<file path="src/rtl/stream_sink.sv">
// stream_sink: FIFO-buffered stream sink with a sequence checker.
// Words are accepted from a valid/ready source into a DEPTH-entry FIFO,
// then popped either under drain_en (RUN) or unconditionally (FLUSH).
// Each popped word is compared against the expected running sequence.
// DEPTH must be a power of two and at least 2 so the pointers wrap naturally.
module stream_sink #(
    parameter int WIDTH = 8,
    parameter int DEPTH = 4
) (
    input  logic             clk1,
    input  logic             rst,
    input  logic             in_valid,
    input  logic [WIDTH-1:0] in_data,
    output logic             in_ready,
    input  logic             drain_en,
    input  logic             flush,
    output logic [15:0]      rx_count,
    output logic [15:0]      err_count,
    output logic [WIDTH-1:0] last_data,
    output logic             empty,
    output logic             full,
    output logic             busy
);

    localparam int AW = $clog2(DEPTH);
    localparam logic [AW:0] OCC_FULL = (AW+1)'(DEPTH);
    localparam logic [15:0] CNT_MAX  = 16'hFFFF;

    typedef enum logic [1:0] {
        IDLE,
        RUN,
        FLUSH
    } state_t;

    state_t           state;
    state_t           state_next;

    logic [WIDTH-1:0] mem [DEPTH];
    logic [AW-1:0]    wr_ptr;
    logic [AW-1:0]    rd_ptr;
    logic [AW:0]      occ;
    logic [AW:0]      occ_next;
    logic [WIDTH-1:0] exp;

    logic             push;
    logic             pop;
    logic             flush_done;
    logic [WIDTH-1:0] pop_data;

    // Occupancy flags come straight from the registered counter.
    assign empty    = (occ == '0);
    assign full     = (occ == OCC_FULL);
    assign pop_data = mem[rd_ptr];

    // State register.
    // NOTE: sequential blocks use non-blocking (<=) so every register samples
    // pre-edge values; blocking here would create order-dependent races.
    always_ff @(posedge clk1 or negedge rst) begin
        if (!rst) begin
            state <= IDLE;
        end else begin
            state <= state_next;
        end
    end

    // Handshake, pop qualification, occupancy update and next-state logic.
    // NOTE: every signal gets a default at the top of the block so no path
    // leaves it unassigned, which would otherwise infer a latch.
    always_comb begin
        state_next = state;
        in_ready   = !full && (state != FLUSH);
        busy       = (state != IDLE);
        push       = in_valid && in_ready;
        pop        = !empty && (((state == RUN) && drain_en) || (state == FLUSH));
        occ_next   = occ;
        flush_done = 1'b0;

        unique case ({push, pop})
            2'b10:   occ_next = occ + (AW+1)'(1);
            2'b01:   occ_next = occ - (AW+1)'(1);
            default: occ_next = occ;
        endcase

        unique case (state)
            IDLE: begin
                // flush is deliberately ignored here; only an accepted word starts RUN.
                if (push) state_next = RUN;
            end
            RUN: begin
                if (flush) state_next = FLUSH;
            end
            FLUSH: begin
                // No pushes happen in FLUSH, so occupancy only falls toward empty.
                if (occ_next == '0) begin
                    state_next = IDLE;
                    flush_done = 1'b1;
                end
            end
            default: state_next = IDLE;
        endcase
    end

    // FIFO storage write port.
    // NOTE: the storage array is intentionally not reset; resetting the
    // pointers and occupancy is enough to discard its contents.
    always_ff @(posedge clk1) begin
        if (push) mem[wr_ptr] <= in_data;
    end

    // Pointers and occupancy counter; pointers wrap modulo DEPTH.
    always_ff @(posedge clk1 or negedge rst) begin
        if (!rst) begin
            wr_ptr <= '0;
            rd_ptr <= '0;
            occ    <= '0;
        end else begin
            if (push) wr_ptr <= wr_ptr + AW'(1);
            if (pop)  rd_ptr <= rd_ptr + AW'(1);
            occ <= occ_next;
        end
    end

    // Accepted-word counter, saturating.
    always_ff @(posedge clk1 or negedge rst) begin
        if (!rst) begin
            rx_count <= '0;
        end else if (push && (rx_count != CNT_MAX)) begin
            rx_count <= rx_count + 16'd1;
        end
    end

    // Sequence checker: compare each popped word with exp, then resync to
    // popped+1. Leaving FLUSH restarts the sequence at 0, overriding the pop.
    always_ff @(posedge clk1 or negedge rst) begin
        if (!rst) begin
            exp       <= '0;
            err_count <= '0;
            last_data <= '0;
        end else begin
            if (pop) begin
                last_data <= pop_data;
                if ((pop_data != exp) && (err_count != CNT_MAX)) begin
                    err_count <= err_count + 16'd1;
                end
            end
            if (flush_done) begin
                exp <= '0;
            end else if (pop) begin
                exp <= pop_data + WIDTH'(1);
            end
        end
    end

endmodule
</file>
<file path="config.mk">
export PLATFORM = sky130hd
export DESIGN_NAME = stream_sink
export DESIGN_NICKNAME = d
export VERILOG_FILES = /design/src/rtl/stream_sink.sv
export SDC_FILE = /design/constraint.sdc
export NUM_CORES = 1
export LEC_CHECK = 0
export ABC_AREA = 1
export CORE_ASPECT_RATIO = 1.75
export CORE_UTILIZATION = 65
export DETAILED_ROUTE_END_ITERATION = 7
export DONT_BUFFER_PORTS = 1
export GPL_ROUTABILITY_DRIVEN = 0
export PLACE_DENSITY = 0.81
export SYNTH_ARGS = -nofsm -noshare
export SYNTH_HDL_FRONTEND = slang
export SYNTH_SLANG_ARGS = --single-unit
</file>
<file path="constraint.sdc">
create_clock -name clk1 -period 8.68 [get_ports clk1]
set_clock_uncertainty 0.05 [all_clocks]
set_input_delay 1.736 -clock clk1 [delete_from_list [all_inputs] [get_ports clk1]]
set_output_delay 1.736 -clock clk1 [all_outputs]
set_load 0.1 [all_outputs]
</file>
==> flow_summary.ini, run 1 <==
[yosys]
syn_area_per_cell_sq_um = 9.20
ys_types = 31
ys_seq_area_frac = 0.524
ys_ff_latch = 89
syn_area_sq_um = 4550
ys_async_sr_fraction = 0.640
netlist_top_cells_count = nand2_1 (121), dfrtp_1 (57), inv_1 (50)
syn-num-nets = 517
ys.flop_type = dfrtp_1
synth_edf_count = 32
ys_top_cells_by_area = dfrtp_1 (31%), edfxtp_1 (21%), nand2_1 (10%)
yosysMostFrequentCell = nand2_1
synth_warnings = 0
yosysTopAreaCell = dfrtp_1
yosys.area.top_type_share = 0.313
synth_cells = 495

[outcome]
status = finished, final reports clean

[floorplanning]
core_sq_um = 6810
rows = 40
start_util = 0.669
die-width_um = 65.3
fp.dieArea_sq_um = 7360
die_h_um = 113
num_io_pins = 57

[timing]
setup_tns_ns = 0
worst_slew_pin_slew_ns = 1.13
rsz0062_at_grt = no
slew_violations = 0
slew_headroom = 0.246
fmax_mhz = 223
hold_viol = 0
fin_crit_ns = 4.47
finalCritPeriodShare = 0.515
setup_viol = 0

[cells_and_area]
diodes = 0
final_area_sq_um = 4850
finalNetCount = 516
drive_above_1_share = 0.126
syn2layout_area_growth_pct = 6.57

[global_routing]
grt_pass1_wl_mm = 15.9
grt_overflow = 0
grt_pass1_vias = 3501
grt_max_degree = 58
antenna_found_initial = 0
track_usage = 0.290

[clock_network]
cts_sinks = 89
post_cts_buffers = 0
clkLatencyLatePin_ns = 0.34
h-tree-depth = 3
numCtsBuffers = 9
clockBufferDepth = 2
cts_tree = done
cts_root_buffer = clkbuf_16
cts_resized = 0
ctsHoldBuffers = 0
clkSlewWorstSetupHoldPaths_ns = 0.06

[worst_setup_path]
worstSetupEndpointType = flop
cp_max_fo = 22
crit_required_ns = 8.89
cp-start-kind = primary input
worst_ep_arrival_time_ns = 4.68
worstSetupPathType = primary input to flop

[power]
p_per_area_nw_per_um2 = 418
vdd_drop_max_mv = 0.487
p_leak_uw = 0.00221

[detailed_routing]
drt-vias-per-instance = 5.71
dr_total_vias = 3330
wl_per_cell_um = 16.7
drtPass1Iterations = 4
drt_wl_total_mm = 9.73
ant_nets = 0
drt-initial-drc-count = 199
drc_errors = 0

[place]
place_area_sq_um = 4580
port_buffers = 0
dp_hpwl_mm = 6.95

[flow_run]
max-cap-violations = 0

[worst_hold_path]
worstHoldPathType = flop to flop
layer usage:
metal,vias to the layer above,GRT usage,share of wire
met2,85,0.526,0.57
met3,18,0.0696,0.052
li1,1611,-,-
met5,-,0,0
met1,1616,0.305,0.35
met4,0,0.135,0.024
cell type report:
cell class                 count  area [sq um]
multi-input combinational    339          1860
inverter                      54           205
clock buffer                  13           250
sequential                    89          2390
clock inverter                 3          25.0
timing repair buffer           1          25.0
fill                         530          1950
tap                           84           105
worst paths after layout:
kind	to	start	slack (ns)	cells after the start
max reg2reg	exp[5]	state[1]	4.84	14
max	exp[5]	drain_en	4.21	17
max in group asynchronous	last_data[2]	rst	7.44	0
min	exp[7]	exp[7]	0.52	2
min in group asynchronous	rx_count[10]	rst	1.04	0
min reg2reg	exp[7]	exp[7]	0.52	2
flip-flops by register name, summed over array words and instances, names as in the netlist:
name and flops:
rd_ptr 2, exp 8, rx_count 16, mem 32, state 2, last_data 8, wr_ptr 2, err_count 16
occ 3
critical path, stage by stage:
cell	delay, ns
nand3_1	0.06
nand2_1	0.06
nand2_1	0.37
inv_1	0.58
ha_1	0.29
inv_1	0.08
fa_1	0.38
inv_1	0.06
nand2_1	0.04
nand3b_1	0.09
xor2_1	0.23
inv_1	0.06
nand3_1	0.13
nand2_1	0.09
inv_1	0.18
nand3_1	0.11
o21ai_1	0.10
cells in the final DEF (no fill, tap or decap), types with 2 or more instances in the layout:
| master | synthesis | routed |
|---|---|---|
| clkbuf_1 | 4 | 3 |
| clkbuf_16 | 0 | 10 |
| dfrtp_1 | 57 | 57 |
| edfxtp_1 | 32 | 32 |
| ha_1 | 8 | 8 |
| inv_1 | 50 | 50 |
| inv_2 | 3 | 3 |
| nand2_1 | 121 | 121 |
| nand2_2 | 27 | 27 |
| nand3_1 | 44 | 44 |
| nand3_2 | 12 | 12 |
| nand3b_1 | 2 | 2 |
| nand4_1 | 18 | 18 |
| nor2_1 | 30 | 30 |
| nor2_4 | 2 | 2 |
| nor3_1 | 16 | 15 |
| o21ai_0 | 21 | 21 |
| o22ai_1 | 2 | 2 |
| xnor2_1 | 9 | 9 |
| xor2_1 | 20 | 20 |
through the flow:
stage | hold slack, ns | total power, uW | utilization | worst slack [ns] | std cells
global route | 0.554 | 2140 | 0.713 | 3.84 | 583
floorplan | 0.448 | 1530 | - | 3.25 | 495
global placement | 0.501 | 1630 | 0.673 | 4.10 | 567
finish | 0.522 | 2030 | 0.713 | 4.21 | 583
detailed placement | 0.502 | 1670 | 0.673 | 3.89 | 567
CTS | 0.516 | 2030 | 0.713 | 4.24 | 583
where the power goes:
group          switching [uW]  total, uW  internal [uW]
registers                 424        969            545
clock network             156        359            204
logic                     497        701            204
logic make-up after synthesis:
family / count (synthesis) / share of synthesized area
AOI/OAI and AO/OA: 24 / 0.0269
xor gates and xnor gates: 29 / 0.0558
adders and majority gates: 9 / 0.0264
buffers and inverters: 67 / 0.0695
DFF: 89 / 0.524
and+or+nand+nor: 277 / 0.297
Note: power is estimated with default switching activity, not from simulation.
==> run 2: changes to the inputs <==
- CORE_UTILIZATION: 65 -> 57
- PLACE_DENSITY: 0.81 -> 0.75
- clock period: 8.68 -> 3.75 ns (I/O delays scaled with it)
==> flow_summary.ini, run 2 (same netlist as run 1, synthesis figures left out) <==
[outcome]
status = finished, final reports clean

[clock_network]
cts_tree = done
ctsHoldBuffers = 0
cts_root_buffer = clkbuf_16
h-tree-depth = 3
clkSlewWorstSetupHoldPaths_ns = 0.07
cts_resized = 0
cts_sinks = 89
clkLatencyLatePin_ns = 0.34
clockBufferDepth = 2
numCtsBuffers = 9
post_cts_buffers = 0

[worst_setup_path]
critical_path.top_delay_family = simple AND/OR/NAND/NOR gates
crit_top_cell = inv_1
crit_required_ns = 3.96
worst_ep_arrival_time_ns = 3.04
cp_num_buf_inv = 4
worstSetupEndpointType = flop
crit_chain = nor3_4, nor2_2, nand2_2, ha_1, inv_1, fa_1, inv_1, nand2_1, nand3b_1, xor2_1, inv_1, nand3_1, nand2_1, inv_1, nand3_1, o21ai_0
slowest_stage = dfrtp_1
critical_path.max_stage_delay_ns = 0.44
cp-start-kind = flop
cp_max_fo = 9
worstSetupPathType = flop to flop

[power]
power.total_uw = 4890
vdd_drop_max_mv = 0.806
p_leak_uw = 0.00240
p_per_area_nw_per_um2 = 948

[timing]
worst_slew_pin_slew_ns = 0.963
whs_ns = 0.0490
finalCritPeriodShare = 0.755
fin_crit_ns = 2.83
fmax_mhz = 353
setup_viol = 0
slew_violations = 0
slew_headroom = 0.356
rsz0062_at_grt = no
hold_viol = 0
setup_tns_ns = 0

[cells_and_area]
final_area_sq_um = 5150
seqCellArea_sq_um = 2390
syn2layout_area_growth_pct = 13.2
drive_above_1_share = 0.191
regMostFlops = mem
diodes = 0
finalNonFillerCells = 623
largest_reg_flops = 32
final_common_cell = nand2_1
finalNetCount = 552
multi_input_area_sq_um = 1860
n_fill_cell = 605
final_cell_mix = nand2_1 (121), dfrtp_1 (57), inv_1 (50)
top_regs = mem: 32 flops, err_count: 16 flops, rx_count: 16 flops

[floorplanning]
rows = 42
num_io_pins = 57
core_sq_um = 7670
start_util = 0.594
fp.dieArea_sq_um = 8370
die-width_um = 69.6
die_h_um = 120

[global_routing]
antenna_found_initial = 0
track_usage = 0.253
grt_pass1_wl_mm = 16.2
grt_pass1_vias = 3499
grt_overflow = 0
grt_max_degree = 58

[place]
dp_hpwl_mm = 6.98
port_buffers = 0
dp_cells = 607
place_area_sq_um = 4840

[detailed_routing]
drt-initial-drc-count = 216
dr_total_vias = 3456
drc_errors = 0
drt_wl_total_mm = 9.82
drt-vias-per-instance = 5.55
ant_nets = 0
drtPass1Iterations = 5
wl_per_cell_um = 15.8

[worst_hold_path]
worstHoldPathType = primary input to asynchronous set/reset pin

[flow_run]
max-cap-violations = 0
## run 2: cell types whose count changed in the layout (fill, tap and decap cells not counted), sizes merged
cell      previous run  this run
buf                  0        37
bufinv               0         1
clkbuf              14         9
clkinv               1         2
clkinvlp             1         2
inv                 55        56
## run 2: power breakdown
group | switching, uW | leakage (uW) | internal (uW) | total [uW]
clock | 399 | 0.000145 | 528 | 927
sequential | 479 | 0.00102 | 1270 | 1750
combinational | 1660 | 0.00124 | 551 | 2210
total | 2540 | 0.00240 | 2350 | 4890
## run 2: through the flow
stage | util | worst slack (ns)
floorplan | - | 0.126
global placement | 0.631 | 1.07
detailed placement | 0.631 | 0.904
CTS | 0.672 | 0.961
global route | 0.672 | 0.675
finish | 0.672 | 0.920
## run 2: final cells by class
type	instances	area share
clock buffer	9	0.0437
clock inverter	7	0.0170
inverter	54	0.0398
multi-input combinational	339	0.361
sequential	89	0.463
tap	88	0.0214
timing repair buffer	37	0.0539
## run 2: final timing paths
| path | startpoint | endpoint | slack [ns] | cells past startpoint |
|---|---|---|---|---|
| setup / recovery | occ[0] | exp[6] | 0.92 | 16 |
| hold / removal | rst | state[0] | 0.05 | 0 |
| setup reg to reg | occ[0] | exp[6] | 0.92 | 16 |
| hold reg to reg | exp[5] | exp[5] | 0.52 | 2 |
| max in group asynchronous | rst | err_count[4] | 3.48 | 0 |
| min in group clk1 | in_data[2] | mem[0][2] | 0.45 | 0 |
## run 2: worst reg2reg max path, cell delays in order (launching register included)
cell	delay, ns
dfrtp_1	0.44
nor3_4	0.24
nor2_2	0.06
nand2_2	0.17
ha_1	0.22
inv_1	0.08
fa_1	0.39
inv_1	0.08
nand2_1	0.06
nand3b_1	0.11
xor2_1	0.25
inv_1	0.07
nand3_1	0.13
nand2_1	0.09
inv_1	0.16
nand3_1	0.09
o21ai_0	0.08
## run 2: metal layers
metal	wire (um)	track usage
met5	0	0
met3	503	0.0725
met1	3580	0.266
met4	420	0.153
met2	5320	0.443
